**src/rtl/shift_add_mult_ctrl_pkg.sv**
```systemverilog
`default_nettype none
// ============================================================================
// Module   : shift_add_mult_ctrl_pkg
// Brief    : Shared definitions for the iterative shift-and-add multiplier:
//            FSM state encodings, clog2 helper, product/count width rules.
// Config   : SHIFT_ADD_MULT_EARLY_TERM_EN (used by the top module)
// Revision : 1.0 - initial release
// ============================================================================
package shift_add_mult_ctrl_pkg;

    // Controller states; encodings are fixed so they match the array-multiplier twin.
    typedef enum logic [1:0] {
        IDLE = 2'd0,
        CALC = 2'd1,
        DONE = 2'd2
    } state_t;

    // Ceiling log2, usable in constant expressions.
    function automatic int clog2(input int value);
        int r;
        r = 0;
        while ((1 << r) < value) begin
            r = r + 1;
        end
        return r;
    endfunction

    // Product is always twice the operand width so the carry-out is never lost.
    function automatic int product_w(input int width);
        return 2 * width;
    endfunction

    // Step counter must be able to hold the value WIDTH itself.
    function automatic int count_w(input int width);
        return clog2(width + 1);
    endfunction

endpackage : shift_add_mult_ctrl_pkg
`default_nettype wire

```
**src/rtl/shift_add_mult_ctrl_if.sv**
```systemverilog
`default_nettype none
// ============================================================================
// Module   : shift_add_mult_ctrl_if
// Brief    : Start/done handshake and operand/result bus of the shift-and-add
//            multiplier. master = requester, slave = multiplier.
// Revision : 1.0 - initial release
// ============================================================================
interface shift_add_mult_ctrl_if #(
    parameter int WIDTH = 8
) ();
    logic                 start;
    logic [WIDTH-1:0]     a;
    logic [WIDTH-1:0]     b;
    logic                 ready;
    logic                 busy;
    logic                 done;
    logic [2*WIDTH-1:0]   product;

    modport master (
        output start, a, b,
        input  ready, busy, done, product
    );

    modport slave (
        input  start, a, b,
        output ready, busy, done, product
    );
endinterface : shift_add_mult_ctrl_if
`default_nettype wire

```
**src/rtl/shift_add_mult_ctrl_ripple_adder.sv**
```systemverilog
`default_nettype none
// ============================================================================
// Module   : shift_add_mult_ctrl_ripple_adder
// Brief    : WIDTH-bit ripple-carry adder: half adder in bit 0, full adder
//            cells above it, carry-out exposed separately.
// Revision : 1.0 - initial release
// ============================================================================
module shift_add_mult_ctrl_ripple_adder #(
    parameter int WIDTH = 8
) (
    input  logic [WIDTH-1:0] x,
    input  logic [WIDTH-1:0] y,
    output logic [WIDTH-1:0] sum,
    output logic             cout
);

    // Carry ripples bit by bit; a single chained variable keeps the netlist a plain chain.
    always_comb begin
        logic w_c;
        sum    = '0;
        // bit 0: half adder (no carry-in)
        sum[0] = x[0] ^ y[0];
        w_c    = x[0] & y[0];
        // bits 1..WIDTH-1: full adders
        for (int i = 1; i < WIDTH; i++) begin
            sum[i] = x[i] ^ y[i] ^ w_c;
            w_c    = (x[i] & y[i]) | (w_c & (x[i] ^ y[i]));
        end
        cout = w_c;
    end

endmodule : shift_add_mult_ctrl_ripple_adder
`default_nettype wire

```
**src/rtl/shift_add_mult_ctrl.sv**
```systemverilog
`default_nettype none
// ============================================================================
// Module   : shift_add_mult_ctrl
// Brief    : Iterative unsigned shift-and-add multiplier controller. One
//            WIDTH-bit ripple adder is reused for WIDTH cycles; start/done
//            handshake, product held until the next completion.
// Config   : SHIFT_ADD_MULT_EARLY_TERM_EN - finish as soon as the remaining
//            multiplier bits are all zero (result aligned by a barrel shift).
// Revision : 1.0 - initial release
// ============================================================================
module shift_add_mult_ctrl
    import shift_add_mult_ctrl_pkg::*;
#(
    parameter int WIDTH = 8
) (
    input  logic                  clk,
    input  logic                  rst,
    shift_add_mult_ctrl_if.slave  bus
);

    localparam int PRODUCT_W = product_w(WIDTH);
    localparam int COUNT_W   = count_w(WIDTH);
    localparam logic [COUNT_W-1:0] C_WIDTH = COUNT_W'(WIDTH);
    localparam logic [COUNT_W-1:0] C_ONE   = COUNT_W'(1);

    state_t                 r_state;
    logic [WIDTH-1:0]       r_mcand;
    logic [PRODUCT_W-1:0]   r_acc;
    logic [COUNT_W-1:0]     r_count;
    logic [PRODUCT_W-1:0]   r_product;
    logic                   r_done;
    logic                   r_busy;
    logic                   r_ready;

    logic [WIDTH-1:0]       w_addend;
    logic [WIDTH-1:0]       w_sum;
    logic                   w_cout;
    logic [PRODUCT_W-1:0]   w_acc_next;
    logic [COUNT_W-1:0]     w_count_next;
    logic                   w_finish;
    logic [PRODUCT_W-1:0]   w_product_next;

    // Conditional add of the multiplicand on the upper half of the accumulator.
    assign w_addend = r_acc[0] ? r_mcand : '0;

    shift_add_mult_ctrl_ripple_adder #(
        .WIDTH (WIDTH)
    ) u_adder (
        .x    (r_acc[PRODUCT_W-1:WIDTH]),
        .y    (w_addend),
        .sum  (w_sum),
        .cout (w_cout)
    );

    // Carry-out re-enters as the new MSB, so the shifted accumulator stays exact.
    assign w_acc_next   = {w_cout, w_sum, r_acc[WIDTH-1:1]};
    assign w_count_next = r_count + C_ONE;

`ifdef SHIFT_ADD_MULT_EARLY_TERM_EN
    logic [WIDTH-1:0]   w_rem_mask;
    logic [COUNT_W-1:0] w_align;

    // Low WIDTH-count bits of the shifted accumulator are the multiplier bits not yet consumed.
    assign w_rem_mask     = {WIDTH{1'b1}} >> w_count_next;
    assign w_finish       = ((w_acc_next[WIDTH-1:0] & w_rem_mask) == '0);
    // Partial product sits WIDTH-count places too high; shift it down into place.
    assign w_align        = C_WIDTH - w_count_next;
    assign w_product_next = w_acc_next >> w_align;
`else
    // Fixed schedule: every multiplier bit is consumed before completing.
    assign w_finish       = (w_count_next == C_WIDTH);
    assign w_product_next = w_acc_next;
`endif

    // Controller FSM with registered handshake outputs and datapath registers.
    always_ff @(posedge clk) begin
        if (rst) begin
            r_state   <= IDLE;
            r_mcand   <= '0;
            r_acc     <= '0;
            r_count   <= '0;
            r_product <= '0;
            r_done    <= 1'b0;
            r_busy    <= 1'b0;
            r_ready   <= 1'b1;
        end else begin
            r_done <= 1'b0;
            case (r_state)
                IDLE, DONE: begin
                    if (bus.start) begin
                        r_mcand <= bus.a;
                        r_acc   <= {{WIDTH{1'b0}}, bus.b};
                        r_count <= '0;
                        r_state <= CALC;
                        r_busy  <= 1'b1;
                        r_ready <= 1'b0;
                    end else begin
                        r_state <= IDLE;
                        r_busy  <= 1'b0;
                        r_ready <= 1'b1;
                    end
                end
                CALC: begin
                    r_acc   <= w_acc_next;
                    r_count <= w_count_next;
                    if (w_finish) begin
                        r_product <= w_product_next;
                        r_state   <= DONE;
                        r_done    <= 1'b1;
                        r_busy    <= 1'b0;
                        r_ready   <= 1'b1;
                    end
                end
                default: begin
                    r_state <= IDLE;
                    r_busy  <= 1'b0;
                    r_ready <= 1'b1;
                end
            endcase
        end
    end

    assign bus.ready   = r_ready;
    assign bus.busy    = r_busy;
    assign bus.done    = r_done;
    assign bus.product = r_product;

endmodule : shift_add_mult_ctrl
`default_nettype wire
```
**src/flat_wrapper.sv**
```systemverilog
// flat-port wrapper written by rule: the top's interface ports become plain ports
module shift_add_mult_ctrl_flat import shift_add_mult_ctrl_pkg::*;
#(
    parameter int WIDTH = 8
)
  (clk, rst, bus_start, bus_a, bus_b, bus_ready, bus_busy, bus_done, bus_product);
  shift_add_mult_ctrl_if #(.WIDTH(WIDTH)) bus_i ();
  input  logic clk;
  input  logic rst;
  input wire logic [$bits(bus_i.start)-1:0] bus_start;
  input wire logic [$bits(bus_i.a)-1:0] bus_a;
  input wire logic [$bits(bus_i.b)-1:0] bus_b;
  output wire logic [$bits(bus_i.ready)-1:0] bus_ready;
  output wire logic [$bits(bus_i.busy)-1:0] bus_busy;
  output wire logic [$bits(bus_i.done)-1:0] bus_done;
  output wire logic [$bits(bus_i.product)-1:0] bus_product;
  assign bus_i.start = bus_start;
  assign bus_i.a = bus_a;
  assign bus_i.b = bus_b;
  assign bus_ready = bus_i.ready;
  assign bus_busy = bus_i.busy;
  assign bus_done = bus_i.done;
  assign bus_product = bus_i.product;
  shift_add_mult_ctrl #(.WIDTH(WIDTH)) u_core (.clk(clk), .rst(rst), .bus(bus_i));
endmodule
```
**config.mk**
```make
export PLATFORM = sky130hd
export DESIGN_NAME = shift_add_mult_ctrl_flat
export DESIGN_NICKNAME = d
export VERILOG_FILES = /design/src/rtl/shift_add_mult_ctrl_pkg.sv /design/src/rtl/shift_add_mult_ctrl_if.sv /design/src/rtl/shift_add_mult_ctrl_ripple_adder.sv /design/src/rtl/shift_add_mult_ctrl.sv /design/src/flat_wrapper.sv
export SDC_FILE = /design/constraint.sdc
export NUM_CORES = 1
export LEC_CHECK = 0
export ABC_CLOCK_PERIOD_IN_PS = 10000
export BUFFER_PORTS_ARGS = -buffer_cell sky130_fd_sc_hd__buf_4
export CORE_MARGIN = 3
export CORE_UTILIZATION = 58
export CTS_CLUSTER_DIAMETER = 30
export CTS_CLUSTER_SIZE = 20
export DETAILED_ROUTE_END_ITERATION = 10
export PLACE_DENSITY = 0.88
export SLEW_MARGIN = 10
export SYNTH_ARGS = -nofsm -noshare
export SYNTH_HDL_FRONTEND = slang
export SYNTH_SLANG_ARGS = --single-unit
```
**constraint.sdc**
```tcl
create_clock -name clk -period 10 [get_ports clk]
set_input_delay 0.5 -clock clk [delete_from_list [all_inputs] [get_ports clk]]
set_output_delay 0.5 -clock clk [all_outputs]
set_load 0.02 [all_outputs]
```
==> results.sh <==
export IMPL_final_common_cell="dfxtp_1"
export IMPL_dpl_hpwl_um=2680
export IMPL_ios=38
export IMPL_cp_common_cell="fa_1"
export IMPL_overflow=0
export IMPL_n_fill_cell=269
export IMPL_slew_violations=0
export IMPL_yosysTopAreaCell="dfxtp_1"
export IMPL_rsz0062_at_grt="no"
export IMPL_hp_start="bus_a[7]"
export IMPL_peakVddDrop_mv=0.0959
export IMPL_whs_path_depth=3
export IMPL_grt_pass1_wl_um=6520
export IMPL_tns_ps=0
export IMPL_ys_ff_latch=49
export IMPL_die_area_um2=4330
export IMPL_regToRegSetupSlack_ps=6000
export IMPL_syn_nets=273
export IMPL_cts_tree="built"
export IMPL_initial_core_util_pct=61.2
export IMPL_hp_class="input pin to flip-flop"
export IMPL_cts_buffer_depth=2
export IMPL_antenna_cells=0
export IMPL_period_share_pct=40.0
export IMPL_pre_cts_slack_ps=6000
export IMPL_cts_made_buffers=5
export IMPL_period_minus_slack_ps=4000
export IMPL_drtIter0Drc=148
export IMPL_area_delta_synth_final_pct=14.0
export IMPL_final_cell_mix="dfxtp_1 (49), nand2_1 (45), buf_4 (38)"
export IMPL_yosys_warnings=0
export IMPL_synthDominantCellAreaShare_pct=47.3
export IMPL_fmax_mhz=250
export IMPL_status="complete, no violations"
export IMPL_cts_repair_resized=0
export IMPL_grt_use_total_pct=19.3
export IMPL_post_cts_setup_buffers=0
export IMPL_slew_headroom_pct=19.2
export IMPL_critPathLaunchType="flip-flop"
export IMPL_finalInstanceArea_um2=2370
export IMPL_arrival_ps=4240
export IMPL_core_um2=3390
export IMPL_grt_pass1_vias=1424
export IMPL_clock_sinks=49
export IMPL_synth_area_per_cell_um2=8.47
export IMPL_r2r_end="u_core.r_acc[14]$_SDFFE_PP0P_"
export IMPL_crit_chain="and2_1, ha_1, inv_1, fa_1, fa_1, fa_1, fa_1, fa_1, fa_1, fa_1, nor2_1, a21oi_1, nor2_1"
export IMPL_p_per_area_nw_per_um2=137
export IMPL_yosysSeqAreaShare_pct=47.3
export IMPL_cp_data_required_time_ps=10240
export IMPL_cpPeakStageDelay_ps=530
export IMPL_rows=21
export IMPL_synthTopCellsByArea="dfxtp_1 (47%), nand2_1 (8.1%), a21oi_1 (7.2%), fa_1 (6.8%), nor2_1 (6.3%)"
export IMPL_grt_max_degree=51
export IMPL_rr_worst_depth=13
export IMPL_setup_slack_ps=6000
export IMPL_wl_per_cell_um=12.5
export IMPL_clkTransAtPathRegs_ps=120
export IMPL_timing_hold_violations_final=0
export IMPL_cp_slowest_cell="fa_1"
export IMPL_place_congestion=0.762
export IMPL_ant_nets=0
export IMPL_power_static_leakage_nw=0.862
export IMPL_drv_cap=0
export IMPL_die_h_um=65.8
export IMPL_drc=0
export IMPL_cp_end_kind="flip-flop"
export IMPL_die_w_um=65.8
export IMPL_firstDrtPassIters=4
export IMPL_tightest_slew_ps=1210
export IMPL_num_vias=1697
export IMPL_nNetsFinal=298
export IMPL_cts_root_buf="clkbuf_4"
export IMPL_netlist_area_um2=2080
export IMPL_synth_cells=245
export IMPL_skew_ps=9.02
export IMPL_cts_hold_buf=0
export IMPL_htree_levels=2
export IMPL_finalSetupViolCount=0
export IMPL_routed_via_density=5.35
export IMPL_crit_type="flip-flop to flip-flop"
export IMPL_port_buffers=37
export IMPL_regToRegStartpoint="u_core.r_acc[0]$_SDFFE_PP0P_"
export IMPL_critical_path_max_fanout=9
export IMPL_hold_path_end="u_core.r_mcand[7]$_SDFFE_PP0P_"
export IMPL_clk_latency_ps=350
export IMPL_ys_types=32
export IMPL_antenna_found_initial=0
export IMPL_post_dp_cell_area_um2=2320
export IMPL_drive_above_1_share_pct=19.2
export IMPL_routed_wl_um=3970
[worst max path at each step]
stage	depth (start not counted)	startpoint	to	slack (ps)
4_1_cts	13	u_core.r_acc[0]$_SDFFE_PP0P_	u_core.r_acc[14]$_SDFFE_PP0P_	5990
2_1_floorplan	14	u_core.r_acc[0]$_SDFFE_PP0P_	u_core.r_acc[14]$_SDFFE_PP0P_	6070
3_3_place_gp	13	u_core.r_acc[0]$_SDFFE_PP0P_	u_core.r_acc[14]$_SDFFE_PP0P_	6090
5_1_grt	13	u_core.r_acc[0]$_SDFFE_PP0P_	u_core.r_acc[14]$_SDFFE_PP0P_	5790
6_report	13	u_core.r_acc[0]$_SDFFE_PP0P_	u_core.r_acc[14]$_SDFFE_PP0P_	6000
3_5_place_dp	13	u_core.r_acc[0]$_SDFFE_PP0P_	u_core.r_acc[14]$_SDFFE_PP0P_	6000
[worst max-delay path, delay by kind of cell (launching register included)]
kind	cells	cell delay (ps)
compound gates	1	110
flops	1	470
fa+ha+maj	8	2990
simple gates	3	280
buf+inv	1	40
[synth_stat cells (all sizes together)]
master   n
inv      8
ha       2
a22oi    1
clkbuf   9
fa       7
nor2b    1
dfxtp   49
o211ai   1
buf     11
nor2    39
nand2b   2
and3b    1
nand4    1
o22ai    1
nand3b   1
o2111a   1
nand2   45
nand3    1
and2b    1
and2     1
a21boi   1
o21ai   10
nor3     5
a311oi   7
a31oi    1
a21oi   30
a211oi   8
[report_power, final]
part           internal (mW)  switching, mW
Clock                 0.0281         0.0552
Sequential             0.202        0.00563
Combinational         0.0128         0.0202
Total                  0.243         0.0810
[stage by stage]
| stage | util [%] | hold WS (ps) | std cells | total power [mW] |
|---|---|---|---|---|
| floorplan | - | 432 | 245 | 0.234 |
| global placement | 68.4 | 444 | 309 | 0.244 |
| detailed placement | 68.4 | 454 | 309 | 0.245 |
| CTS | 69.8 | 379 | 317 | 0.326 |
| global route | 69.8 | 368 | 317 | 0.339 |
| finish | 69.8 | 388 | 317 | 0.324 |
[sequential cells by signal, indices dropped and copies added, names as in the netlist]
| name | cells |
|---|---|
| u_core.bus.ready | 1 |
| u_core.r_acc | 16 |
| u_core.bus.done | 1 |
| u_core.bus.busy | 1 |
| u_core.r_mcand | 8 |
| u_core.r_state | 2 |
| u_core.r_count | 4 |
| u_core.bus.product | 16 |
[final cells by class]
cell class	count	area, um^2	area share [%]
clock buffer	8	48.8	2.06
inverter	8	30.0	1.27
multi-input combinational	168	965	40.8
sequential	49	981	41.4
tap	46	57.6	2.43
timing repair buffer	38	285	12.1
[logic make-up (layout without fill, tap and decap cells)]
| logic type | Yosys count | count (layout) | share of synthesized area, % |
|---|---|---|---|
| AND/OR/NAND/NOR | 98 | 98 | 19.8 |
| AO/OA/AOI/OAI | 61 | 61 | 18.7 |
| buffers and inverters | 28 | 54 | 6.27 |
| flip-flops | 49 | 49 | 47.3 |
| adder cells (fa/ha/maj) | 9 | 9 | 7.96 |
[per-layer routing]
metal | wire [um] | share of wire (%) | track usage [%]
met1 | 1920 | 48 | 27.5
met5 | 0 | 0 | 0
met4 | 63 | 1.6 | 6.99
met3 | 197 | 5.0 | 4.08
met2 | 1790 | 45 | 28.8
(Power assumes the default switching activity.)
